==> config.mk <==
export PLATFORM = sky130hd
export DESIGN_NAME = chan_packer
export DESIGN_NICKNAME = d
export VERILOG_FILES = /design/src/rtl/chan_pkt_pkg.sv /design/src/rtl/pkt_fifo.sv /design/src/rtl/chan_packer.sv
export SDC_FILE = /design/constraint.sdc
export NUM_CORES = 1
export LEC_CHECK = 0
export CORE_MARGIN = 1.5
export CORE_UTILIZATION = 45
export DETAILED_ROUTE_END_ITERATION = 7
export GPL_TIMING_DRIVEN = 0
export HOLD_SLACK_MARGIN = 0.03
export PLACE_DENSITY_LB_ADDON = 0.2
export SLEW_MARGIN = 15
export SYNTH_ARGS = -nofsm -noshare
export SYNTH_HDL_FRONTEND = slang
export SYNTH_SLANG_ARGS = --single-unit
==> constraint.sdc <==
create_clock -name clk -period 5.48 [get_ports clk]
set_input_delay 0.548 -clock clk [delete_from_list [all_inputs] [get_ports clk]]
set_output_delay 0.548 -clock clk [all_outputs]
set_load 0.1 [all_outputs]
==> src/rtl/chan_pkt_pkg.sv <==
`default_nettype none
// ============================================================================
// Module   : chan_pkt_pkg
// Brief    : Shared constants, state encoding and trailer helper for chan_packer
// Revision : 1.0
// ============================================================================
package chan_pkt_pkg;

    localparam int DATA_W  = 13;
    localparam int FIELD_W = 16;
    localparam int WORD_W  = 32;
    localparam int CNT_W   = 12;
    localparam int CHAN_W  = 3;

    localparam logic [15:0] HDR_MAGIC = 16'hA55A;
    localparam logic [2:0]  TRL_TAG   = 3'b111;

    typedef logic [2:0] state_t;

    localparam state_t ST_IDLE = 3'd0;
    localparam state_t ST_HDR  = 3'd1;
    localparam state_t ST_DATA = 3'd2;
    localparam state_t ST_PAD  = 3'd3;
    localparam state_t ST_TRL  = 3'd4;

    function automatic logic [WORD_W-1:0] trailer_word(
        input logic             trunc,
        input logic [CNT_W-1:0] count,
        input logic [15:0]      csum
    );
        return {TRL_TAG, trunc, count, csum};
    endfunction

endpackage
`default_nettype wire

==> src/rtl/pkt_fifo.sv <==
`default_nettype none
// ============================================================================
// Module   : pkt_fifo
// Brief    : Synchronous first-word-fall-through FIFO with occupancy output
// Revision : 1.0
// ============================================================================
module pkt_fifo #(
    parameter int DEPTH = 4,
    parameter int WIDTH = 33
) (
    input  logic                       clk,
    input  logic                       rst,
    input  logic                       i_wr_en,
    input  logic [WIDTH-1:0]           i_wr_data,
    input  logic                       i_rd_en,
    output logic [WIDTH-1:0]           o_rd_data,
    output logic                       o_empty,
    output logic                       o_full,
    output logic [$clog2(DEPTH):0]     o_used
);
    localparam int AW = $clog2(DEPTH);
    localparam logic [AW:0] C_DEPTH = (AW+1)'(DEPTH);

    logic [WIDTH-1:0] r_mem [DEPTH];
    logic [AW-1:0]    r_wr_ptr;
    logic [AW-1:0]    r_rd_ptr;
    logic [AW:0]      r_used;
    logic             w_rd;
    logic             w_wr;

    // A write into a full FIFO is accepted when the head leaves in the same cycle
    assign w_rd = i_rd_en & (r_used != '0);
    assign w_wr = i_wr_en & ((r_used != C_DEPTH) | w_rd);

    always_ff @(posedge clk) begin
        if (rst) begin
            r_wr_ptr <= '0;
            r_rd_ptr <= '0;
            r_used   <= '0;
        end else begin
            if (w_wr) r_wr_ptr <= r_wr_ptr + 1'b1;
            if (w_rd) r_rd_ptr <= r_rd_ptr + 1'b1;
            r_used <= r_used + (AW+1)'(w_wr) - (AW+1)'(w_rd);
        end
    end

    always_ff @(posedge clk) begin
        if (w_wr) r_mem[r_wr_ptr] <= i_wr_data;
    end

    assign o_empty   = (r_used == '0);
    assign o_full    = (r_used == C_DEPTH);
    assign o_used    = r_used;
    assign o_rd_data = o_empty ? '0 : r_mem[r_rd_ptr];

endmodule
`default_nettype wire

==> src/rtl/chan_packer.sv <==
`default_nettype none
// ============================================================================
// Module   : chan_packer
// Brief    : Pulls 13-bit samples, packs two per word, wraps each line in header/trailer
// Revision : 1.0
// ============================================================================
module chan_packer
    import chan_pkt_pkg::*;
#(
    parameter int                 SAMPLES = 512,
    parameter logic [CHAN_W-1:0]  CHAN_ID = '0
) (
    input  logic              clk,
    input  logic              res,
    input  logic              sync_n,
    input  logic              valid,
    input  logic [DATA_W-1:0] data,
    output logic              dst_ready,
    output logic [WORD_W-1:0] m_data,
    output logic              m_valid,
    input  logic              m_ready,
    output logic              m_last
);
    localparam logic [CNT_W-1:0] C_SAMPLES = CNT_W'(SAMPLES);

    state_t               r_state;
    logic                 r_sync_tmp;
    logic                 r_pend;
    logic                 r_trunc;
    logic                 r_half_vld;
    logic [FIELD_W-1:0]   r_half;
    logic [CNT_W-1:0]     r_count;
    logic [15:0]          r_csum;
    logic [15:0]          r_frame_cnt;

    logic                 w_rise;
    logic                 w_acc;
    logic                 w_end;
    logic                 w_half_next;
    logic [FIELD_W-1:0]   w_field;
    logic                 w_wr_en;
    logic [WORD_W:0]      w_wr_data;
    logic [WORD_W:0]      w_rd_data;
    logic                 w_empty;
    logic                 w_full;
    logic [2:0]           w_used;

    assign w_rise  = sync_n & ~r_sync_tmp;
    assign w_field = {CHAN_ID, data};

    // Registers only: upstream valid is already a function of dst_ready
    assign dst_ready = (r_state == ST_DATA) && (r_count < C_SAMPLES) && (w_used <= 3'd2);
    assign w_acc     = valid & dst_ready;

    assign w_end       = (r_count == C_SAMPLES) || (w_rise && (r_count != '0));
    assign w_half_next = w_acc ? ~r_half_vld : r_half_vld;

    always_comb begin
        w_wr_en   = 1'b0;
        w_wr_data = '0;
        case (r_state)
            ST_HDR: begin
                w_wr_en   = ~w_full;
                w_wr_data = {1'b0, HDR_MAGIC, r_frame_cnt};
            end
            ST_DATA: begin
                w_wr_en   = w_acc & r_half_vld;
                w_wr_data = {1'b0, w_field, r_half};
            end
            ST_PAD: begin
                w_wr_en   = ~w_full;
                w_wr_data = {1'b0, {FIELD_W{1'b0}}, r_half};
            end
            ST_TRL: begin
                w_wr_en   = ~w_full;
                w_wr_data = {1'b1, trailer_word(r_trunc, r_count, r_csum)};
            end
            default: begin
                w_wr_en   = 1'b0;
                w_wr_data = '0;
            end
        endcase
    end

    always_ff @(posedge clk) begin
        if (res) begin
            r_state     <= ST_IDLE;
            r_sync_tmp  <= 1'b1;
            r_pend      <= 1'b0;
            r_trunc     <= 1'b0;
            r_half_vld  <= 1'b0;
            r_half      <= '0;
            r_count     <= '0;
            r_csum      <= '0;
            r_frame_cnt <= '0;
        end else begin
            r_sync_tmp <= sync_n;
            if (w_acc) begin
                r_half_vld <= ~r_half_vld;
                if (!r_half_vld) r_half <= w_field;
                r_count <= r_count + 1'b1;
                r_csum  <= r_csum + {{(16-DATA_W){1'b0}}, data};
            end
            case (r_state)
                ST_IDLE: begin
                    if (w_rise) r_state <= ST_HDR;
                end
                ST_HDR: begin
                    if (w_wr_en) begin
                        r_count    <= '0;
                        r_csum     <= '0;
                        r_trunc    <= 1'b0;
                        r_half_vld <= 1'b0;
                        r_state    <= ST_DATA;
                    end
                end
                ST_DATA: begin
                    if (w_end) begin
                        // A complete line closed by a coincident sync is not truncated
                        if (w_rise) r_pend <= 1'b1;
                        if (w_rise && (r_count < C_SAMPLES)) r_trunc <= 1'b1;
                        r_state <= w_half_next ? ST_PAD : ST_TRL;
                    end
                end
                ST_PAD: begin
                    if (w_rise) r_pend <= 1'b1;
                    if (w_wr_en) begin
                        r_half_vld <= 1'b0;
                        r_state    <= ST_TRL;
                    end
                end
                ST_TRL: begin
                    if (w_wr_en) begin
                        r_frame_cnt <= r_frame_cnt + 1'b1;
                        r_pend      <= 1'b0;
                        r_state     <= (r_pend | w_rise) ? ST_HDR : ST_IDLE;
                    end else if (w_rise) begin
                        r_pend <= 1'b1;
                    end
                end
                default: r_state <= ST_IDLE;
            endcase
        end
    end

    pkt_fifo #(
        .DEPTH (4),
        .WIDTH (WORD_W + 1)
    ) u_fifo (
        .clk       (clk),
        .rst       (res),
        .i_wr_en   (w_wr_en),
        .i_wr_data (w_wr_data),
        .i_rd_en   (m_ready),
        .o_rd_data (w_rd_data),
        .o_empty   (w_empty),
        .o_full    (w_full),
        .o_used    (w_used)
    );

    assign m_valid = ~w_empty;
    assign m_data  = w_rd_data[WORD_W-1:0];
    assign m_last  = w_rd_data[WORD_W];

endmodule
`default_nettype wire
======== Yosys cells after proc, flatten, opt, wreduce, memory -nomap -nowiden ========
Memories as Yosys holds them, arrays and structs flattened. A register that Yosys moved wholly into a read port is not among the register bits.
Cells that the tools add are included.
storage, ports and cells
  bits in registers ....................... 71
  bits in writable memories ............... 132
  input bits .............................. 18
  output and inout bits ................... 35
  logic and storage cells ................. 96
  memories ................................ 1
cells by class
  add/subtract/negate cells ............... 7
  magnitude comparators ................... 2
  equal/unequal tests ..................... 13
  muxes and demuxes ....................... 32
  bitwise operators ....................... 11
  reduce and logical (&&, ||, !) cells .... 18
memories
  memory        depth  width  rd ports  clocked after memory_dff  wr ports  line            source
  u_fifo.r_mem  4      33     1         1                         1         pkt_fifo.sv:24  logic [WIDTH-1:0] r_mem [DEPTH];
operator list
  cell                                                           count
  one-hot mux 33 bit (4 select lines)                            1
  two-way mux 16 bit                                             3
  two-way mux 12 bit                                             3
  two-way mux 33 bit                                             1
  two-way mux 3 bit                                              6
  adder 16 x 1 -> 16 bit (second input constant)                 1
  adder 16 x 13 -> 16 bit                                        1
  one-hot mux 3 bit (5 select lines)                             1
  adder 12 x 1 -> 12 bit (second input constant)                 1
  == test 12 x 10 -> 1 bit (second input constant)               1
  less-than comparator 12 x 10 -> 1 bit (second input constant)  1
  two-way mux 1 bit                                              12
  nonzero test 12 bit                                            1
  inequality test 2 x 1 -> 1 bit (second input constant)         4
  == test 3 x 2 -> 1 bit (second input constant)                 2
  == test 3 bit (second input constant)                          2
  zero test 3 bit                                                2
  AND reduction 2 bit                                            3
  nonzero test 3 bit                                             2
  AND 1 bit                                                      5
  AND reduction 5 bit                                            1
  adder 2 x 1 -> 2 bit (second input constant)                   2
  logical AND 1 bit                                              4
  two-way mux 2 bit                                              2
  15 further kinds                                               21

======== Longest topological paths before layout ========
Gate-level depths: netlist of the first run.
  depth in word-level cells ............... 9
  gate-level depth with buffers ........... 15
  gate-level depth less buffers ........... 14

======== Hierarchy ========
Synthesis of the first run repeated with hierarchy kept, for this count alone.
unflattened totals
  cell total of the unflattened synthesis .. 729
  area total of the unflattened synthesis .. 9,486.6 um^2
by module, submodules not included
  module       times used  cells an instance  area each (um^2)
  pkt_fifo     1           259                5,711.7
  chan_packer  1           470                3,774.9

======== Worst setup path before layout of the first run ========
OpenSTA, ideal clock, no wires.
  kind .................................... reg-to-reg
  start ................................... register u_fifo.r_used[1] (netlist: u_fifo.o_used[1])
  end ..................................... memory u_fifo.r_mem[0][0] (enable)
  setup time .............................. 423 ps
  data arrival time ....................... 3,870 ps
  required time ........................... 5,057 ps
  path slack .............................. 1,187 ps
  stages on the path, launching flop included .. 10
  path buffers ............................ 1
  clock period less this slack ............ 4,293 ps
  path through ............................ dfxtp_1 -> nor3b_1 -> o211a_1 -> nand2_2 -> inv_2 -> buf_2 -> ha_1 -> a21oi_1 -> o32a_2 -> nor2b_1
between the ends
  cells in the longest elaborated chain, start to end .. 8
ends and longest elaborated chain
  what                                     line               source
  from (decl)                              pkt_fifo.sv:27     logic [AW:0] r_used;
  from (signal assigned)                   pkt_fifo.sv:43     r_used <= r_used + (AW+1)'(w_wr) - (AW+1)'(w_rd);
  less-or-equal comparator 3 x 2 -> 1 bit  chan_packer.sv:52  assign dst_ready = (r_state == ST_DATA) && (r_count < C_SAMPLES) && (w_used <= 3'd2);
  logical AND 1 bit                        chan_packer.sv:52
  via dst_ready                            chan_packer.sv:18  output logic dst_ready,
  AND 1 bit                                chan_packer.sv:53  assign w_acc = valid & dst_ready;
  AND 1 bit                                chan_packer.sv:67  w_wr_en = w_acc & r_half_vld;
  one-hot mux 1 bit (2 select lines)       chan_packer.sv:61  case (r_state)
  AND 1 bit                                pkt_fifo.sv:33     assign w_wr = i_wr_en & ((r_used != C_DEPTH) | w_rd);
  two-way mux 1 bit                        pkt_fifo.sv:48     if (w_wr) r_mem[r_wr_ptr] <= i_wr_data;
  two-way mux 1 bit (not written as such)  pkt_fifo.sv:48
  to (decl)                                pkt_fifo.sv:24
The timed path passes the listed nets, and every way through them passes these cells.

==> flow_summary.json, run 1 <==
{
  "routed_wl_um": 21200,
  "clk_pin_slew_ns": 0.07,
  "syn-num-nets": 754,
  "fin_nets": 828,
  "cp.required_ns": 4.93,
  "fin_crit_ns": 3.62,
  "gr-usage-met2_pct": 35.8,
  "die_area_mm2": 0.0206,
  "syn-cell-area_mm2": 0.00887,
  "whs_endpoint": "u_fifo.o_used[0]",
  "vias_per_cell": 5.60,
  "grt_overflow": 0,
  "antenna_found_initial": 0,
  "clkSinkCount": 197,
  "hold_viol": 0,
  "grt.met1_usage_pct": 27.9,
  "async_flop_share_pct": 0,
  "cts_max_path_buffers": 2,
  "die_y_um": 143,
  "cts-htree-levels": 4,
  "r2r_slack_ns": 2.15,
  "fin_tns_setup_ns": 0,
  "root_buffer": "clkbuf_16",
  "finalSetupViolations": 0,
  "grt_util_all_layers_pct": 21.3,
  "cap_viol_max_count": 0,
  "crit_type": "register to output pin",
  "drv_slew": 0,
  "numCtsBuffers": 17,
  "vdd_ir_drop_max_uv": 248,
  "place_inst": 1029,
  "worstReg2RegEnd": "u_fifo.r_mem[0][12]",
  "dp_hpwl_um": 15600,
  "avgSynthCellArea_um2": 12.5,
  "p_leak_uw": 0.00354,
  "postCtsSetupBuffers": 0,
  "critPathSlowestCell": "clkdlybuf4s50_1",
  "r2r_cells": 10,
  "die_w_um": 143,
  "slew-limit-headroom_pct": 34.5,
  "end_kind": "output pin",
  "final_util_pct": 54.1,
  "dr.pass1.iters": 5,
  "ys_ff_latch": 197,
  "fmax_ghz": 0.276,
  "grt_start_max_net_pins": 20,
  "yosys.area.top_type": "edfxtp_1",
  "ant_nets": 0,
  "setup_ws_ns": 1.86,
  "cp_num_buf_inv": 3,
  "hold_path.class": "primary input to register",
  "met3_usage_pct": 3.47,
  "cp_cell_sequence": "clkbuf_1 > mux4_2 > and2_1 > buf_4 > clkdlybuf4s50_1",
  "vias": 5937,
  "clock_skew_ns": 0.0140,
  "hp-start": "res",
  "p_total_uw": 4750,
  "fin_crit_sh_pct": 66.1,
  "start_util_pct": 45.7,
  "place_ws_ns": 1.99,
  "hold-path-cell-count": 2,
  "yosysUniqueCellTypes": 62,
  "drc": 0,
  "num_rows": 51,
  "drive_above_1_share_pct": 12.6,
  "gp_congestion": 0.893,
  "synth.yosys.seq_area_share_pct": 58.4,
  "path_max_fanout": 10,
  "rr_startpoint": "u_fifo.o_used[1]",
  "finalNonFillerCells": 1061,
  "crit_family": "buffers and inverters",
  "ios": 53,
  "cts.repair.resized": 0,
  "wl_per_cell_um": 19.9,
  "synth-edff-count": 124,
  "critPathMaxStageDelay_ns": 1.11,
  "crit_arrival_ns": 3.08,
  "yosysWarningCount": 0,
  "syn2layout_area_growth_pct": 18.4,
  "tightestPinTransition_ns": 0.979,
  "io_buffer_count": 51,
  "outcome": "completed",
  "grt_busiest_layer": "met2",
  "drtIter0Drc": 459,
  "critPathLaunchType": "register",
  "synth_cells": 709,
  "cts_hold_buf": 0,
  "power_density_mw_per_mm2": 452,
  "yosys-top-cells-area": "edfxtp_1 42%, dfxtp_1 16%, mux4_2 7.9%",
  "grt_pass1_wl_um": 32400,
  "synth_top_area_share_pct": 42.0,
  "grt_pass1_vias": 5854,
  "synth-main-ff-cell": "edfxtp_1",
  "diodes": 0,
  "clk_latency_ns": 0.44,
  "coreArea_mm2": 0.0194,
  "cts_tree": "yes",
  "grt_setup_unrepaired": "no"
}
## worst reg2reg max path: cells and delay by family, from the launching register on
kind	cells	cell delay, ns
buffers and inverters	3	0.64
adders and majority gates	1	0.25
and+or+nand+nor	3	0.91
DFF	1	0.42
AOI/OAI and AO/OA	3	0.82
## worst max-delay path by stage
| stage | startpoint | to | depth (start not counted) |
|---|---|---|---|
| 2_1_floorplan | u_fifo.o_used[1] | u_fifo.r_mem[0][0] | 9 |
| 3_3_place_gp | valid | u_fifo.r_mem[2][18] | 8 |
| 3_5_place_dp | valid | u_fifo.r_mem[0][18] | 9 |
| 4_1_cts | register | m_data[30] | 5 |
| 5_1_grt | register | m_data[30] | 5 |
| 6_report | register | m_data[30] | 5 |
## where the power goes
part | internal [uW] | switching [uW] | leakage [uW] | total (uW)
clock | 799 | 560 | 0.000315 | 1360
sequential | 1600 | 26.2 | 0.00167 | 1630
combinational | 483 | 1270 | 0.00156 | 1760
## per-layer routing
metal / vias up / routed length (um) / part of all wire, %
met5: - / 0 / 0
met4: 0 / 507 / 2.4
met3: 42 / 1010 / 4.8
met2: 191 / 10200 / 48
met1: 2959 / 9430 / 45
li1: 2745 / - / -
## placed cells by master (no fill, tap or decap), types with 12 or more instances in the layout
| cell type | count |
|---|---|
| xnor2_1 | 16 |
| nand4_1 | 12 |
| a21oi_1 | 32 |
| mux2i_1 | 16 |
| ha_1 | 25 |
| dfxtp_1 | 73 |
| and2_1 | 33 |
| buf_2 | 13 |
| nor2_1 | 64 |
| clkbuf_16 | 17 |
| xor2_1 | 18 |
| clkbuf_1 | 25 |
| clkdlybuf4s50_1 | 51 |
| o21ai_0 | 33 |
| nand2_1 | 55 |
| a22oi_1 | 16 |
| mux4_2 | 31 |
| edfxtp_1 | 124 |
| inv_1 | 21 |
## per-stage QoR
step / cell area, um^2 / hold slack [ns]
final: 10500 / 0.468
after global routing: 10500 / 0.497
after CTS: 10500 / 0.458
after detailed placement: 9860 / 0.461
after global placement: 9720 / 0.457
after floorplan: 8870 / 0.432
## state kept, by name, indices dropped and copies added (netlist names), named ones only
name	count
u_fifo.r_mem	124
r_csum	16
r_frame_cnt	16
r_half	13
r_count	12
r_state	3
u_fifo.o_used	3
u_fifo.r_rd_ptr	2
u_fifo.r_wr_ptr	2
r_half_vld	1
r_pend	1
r_sync_tmp	1
r_trunc	1
## cell type report
cell class	count	area [um^2]
Buffer	41	181
Clock buffer	20	457
Clock inverter	12	190
Fill cell	1652	8900
Inverter	22	82.6
Multi-Input combinational cell	449	3450
Sequential cell	197	5180
Tap cell	265	332
Timing Repair Buffer	55	621
## synthesized netlist by cell type, drive strengths merged, types with 4 or more instances
library cell / count
edfxtp: 124
dfxtp: 73
nor2: 64
nand2: 56
o21ai: 35
and2: 33
a21oi: 32
mux4: 31
ha: 25
clkbuf: 24
inv: 22
xor2: 18
buf: 17
a22oi: 16
mux2i: 16
xnor2: 16
nand4: 14
nor2b: 11
a211oi: 8
a22o: 7
a21o: 6
nand3: 6
and3: 5
nor3b: 5
or3: 5
a31oi: 4
## cells by family after synthesis
group,after synthesis,synth area share (%)
muxes,47,9.67
buffers and inverters,63,2.98
DFF,197,58.4
AOI/OAI and AO/OA,127,9.31
adders and majority gates,27,3.98
xor gates and xnor gates,34,3.36
and+or+nand+nor,214,12.3
Power figures use the tool's default switching activity.
==> run 2: changes to the inputs <==
==> constraint.sdc (replaced) <==
create_clock -name clk -period 3.73 [get_ports clk]
set_input_delay 0.373 -clock clk [delete_from_list [all_inputs] [get_ports clk]]
set_output_delay 0.373 -clock clk [all_outputs]
set_load 0.1 [all_outputs]
==> results of run 2 <==
The final DEF is identical to that of run 1. Status: completed.
Main changes from that run: setup slack after placement 1.99 ns -> 0.377 ns; setup slack after layout 1.86 ns -> 0.281 ns; hold slack 0.468 ns -> 0.293 ns; register-to-register setup slack 2.15 ns -> 0.40 ns; total power 4750 uW -> 6970 uW; worst IR drop on VDD 248 uV -> 364 uV
==> run 3: changes to the inputs <==
--- a/config.mk
+++ b/config.mk
@@ -5,6 +5,7 @@
 export SDC_FILE = /design/constraint.sdc
 export NUM_CORES = 1
 export LEC_CHECK = 0
+export ABC_AREA = 1
 export CORE_MARGIN = 1.5
 export CORE_UTILIZATION = 45
 export DETAILED_ROUTE_END_ITERATION = 7
==> constraint.sdc (replaced) <==
create_clock -name clk -period 4.4 [get_ports clk]
set_input_delay 0.44 -clock clk [delete_from_list [all_inputs] [get_ports clk]]
set_output_delay 0.44 -clock clk [all_outputs]
set_load 0.1 [all_outputs]
==> flow_summary.json, run 3 <==
{
  "io_buffer_count": 52,
  "top_regs": "u_fifo.r_mem x124, r_csum x16, r_frame_cnt x16",
  "p_leak_uw": 0.00409,
  "ant_nets": 0,
  "place_inst": 1379,
  "yosys-top-cells-area": "edfxtp_1 40%, dfxtp_1 16%, nor2_1 9.0%",
  "drc": 0,
  "fin_crit_sh_pct": 87.7,
  "n_fill_cell": 1875,
  "end_kind": "output pin",
  "ios": 53,
  "cp_num_buf_inv": 4,
  "avgSynthCellArea_um2": 8.89,
  "slew-limit-headroom_pct": 34.7,
  "grt_pass1_vias": 6827,
  "vias_per_cell": 5.27,
  "regMostFlops": "u_fifo.r_mem",
  "drive_above_1_share_pct": 6.84,
  "crit_type": "register to output pin",
  "worstReg2RegEnd": "u_fifo.r_mem[3][22]",
  "routed_wl_um": 23500,
  "netSwitchingPower_uw": 3690,
  "cts-htree-levels": 4,
  "clock_skew_ns": 0.0154,
  "intPower_uw": 3990,
  "critPathMaxStageDelay_ns": 1.11,
  "syn-cell-area_mm2": 0.00936,
  "grt_util_all_layers_pct": 22.4,
  "diodes": 0,
  "syn2layout_area_growth_pct": 16.7,
  "gp_congestion": 0.923,
  "grt_start_max_net_pins": 25,
  "grt_pass1_wl_um": 37000,
  "crit_arrival_ns": 3.42,
  "antenna_found_initial": 0,
  "vdd_ir_drop_max_uv": 394,
  "r2r_slack_ns": 0.91,
  "numCtsBuffers": 17,
  "die_w_um": 147,
  "setup_ws_ns": 0.542,
  "final_common_cell": "nor2_1",
  "place_ws_ns": 0.840,
  "power_frac_clock_pct": 20.0,
  "mostFrequentLayoutCells": "221 x nor2_1, 150 x nand2_1, 124 x edfxtp_1",
  "yosysWarningCount": 0,
  "yosysUniqueCellTypes": 43,
  "clkSinkCount": 197,
  "fin_nets": 1173,
  "largest_register_ffs": 124,
  "critPathLaunchType": "register",
  "syn-num-nets": 1098,
  "drtIter0Drc": 475,
  "hold-path-cell-count": 2,
  "start_util_pct": 46.1,
  "synth_top_area_share_pct": 39.8,
  "synth-edff-count": 124,
  "hold_viol": 0,
  "postCtsSetupBuffers": 0,
  "dr.pass1.iters": 5,
  "p_seq_share_pct": 31.8,
  "outcome": "completed",
  "die_y_um": 147,
  "finalNonFillerCells": 1411,
  "fin_crit_ns": 3.86,
  "power_density_mw_per_mm2": 702,
  "wl_per_cell_um": 16.7,
  "dp_hpwl_um": 16700,
  "switching_share_pct": 48.0,
  "rr_startpoint": "u_fifo.o_used[1]",
  "yosys.area.top_type": "edfxtp_1",
  "cts_hold_buf": 0,
  "tightestPinTransition_ns": 0.977,
  "vias": 7429,
  "coreArea_mm2": 0.0203,
  "r2r_cells": 11,
  "clk_latency_ns": 0.43,
  "path_max_fanout": 10,
  "grt_overflow": 0,
  "num_rows": 52,
  "synth_cells": 1053,
  "synth-main-ff-cell": "edfxtp_1",
  "clk_pin_slew_ns": 0.07,
  "async_flop_share_pct": 0,
  "cp.required_ns": 3.96,
  "whs_endpoint": "r_count[11]",
  "fmax_ghz": 0.259,
  "finalSetupViolations": 0,
  "cts_tree": "yes",
  "grt_setup_unrepaired": "no",
  "die_area_mm2": 0.0217,
  "ys_top_cells_by_count": "225 x nor2_1, 150 x nand2_1, 124 x edfxtp_1",
  "hp-start": "r_count[11]",
  "cts.repair.resized": 0,
  "critPathSlowestCell": "clkdlybuf4s50_1",
  "drv_slew": 0,
  "synth.most_common_cell": "nor2_1",
  "synth.yosys.seq_area_share_pct": 55.4,
  "ys_ff_latch": 197,
  "root_buffer": "clkbuf_16",
  "combPwrFrac_pct": 48.2,
  "cp_cell_sequence": "clkbuf_1 > clkbuf_1 > nor2_1 > nor2_1 > o21ai_0 > a21oi_1 > buf_4 > clkdlybuf4s50_1",
  "crit_family": "buffers and inverters",
  "hold_path.class": "register to register",
  "cap_viol_max_count": 0,
  "cts_max_path_buffers": 2
}
## run 3: worst max-delay path by stage
stage	to	from	cells past startpoint	slack, ns
floorplan	m_data[30]	register	7	0.89
global placement	u_fifo.r_mem[3][19]	u_fifo.o_used[1]	10	-0.74
detailed placement	u_fifo.r_mem[3][23]	u_fifo.o_used[1]	11	0.84
CTS	m_data[30]	register	8	0.54
global route	m_data[30]	register	8	0.38
finish	m_data[30]	register	8	0.54
## run 3: cells by family after synthesis
kind of cell	Yosys count	synth area share [%]
AOI/OAI and AO/OA	224	13.1
xor gates and xnor gates	21	1.96
adders and majority gates	27	3.77
DFF	197	55.4
buffers and inverters	144	6.23
and+or+nand+nor	440	19.5
## run 3: power groups by stage
stage	logic [uW]	registers [uW]	clock network (uW)
floorplan	2760	2460	0
global placement	3610	2490	0
detailed placement	3690	2480	0
CTS	3700	2440	1550
global route	3940	2470	1640
finish	3700	2440	1540
## run 3: final cells by class
cell class / instances / area [um^2] / share of cell area [%]
Inverter: 100 / 380 / 3.48
Tap cell: 270 / 338 / 3.09
Clock buffer: 18 / 429 / 3.93
Sequential cell: 197 / 5180 / 47.5
Clock inverter: 14 / 158 / 1.44
Timing Repair Buffer: 56 / 608 / 5.57
Buffer: 44 / 203 / 1.86
Multi-Input combinational cell: 712 / 3630 / 33.2
## run 3: metal layers
layer  GRT usage [%]  wire [um]  vias to the layer above
li1                -          -                     3672
met2            36.2      10800                      214
met3            2.98       1120                       41
met1            31.0      11100                     3502
met5               0          0                        -
met4            7.70        530                        0
## run 3: per-stage QoR
| stage | hold slack [ns] | utilization (%) | cell area (um^2) | total power, uW | setup TNS (ns) |
|---|---|---|---|---|---|
| final | 0.468 | 53.8 | 10900 | 7680 | 0 |
| after global routing | 0.500 | 53.8 | 10900 | 8050 | 0 |
| after CTS | 0.473 | 53.8 | 10900 | 7690 | 0 |
| after detailed placement | 0.461 | 50.9 | 10300 | 6170 | 0 |
| after global placement | 0.448 | 50.4 | 10200 | 6100 | -84.61 |
| after floorplan | 0.430 | - | 9360 | 5220 | 0 |
## run 3: tightest hold or removal path, cell delays in order (launching register included)
cell	delay, ns
dfxtp_1	0.31
inv_1	0.07
nor2_1	0.05
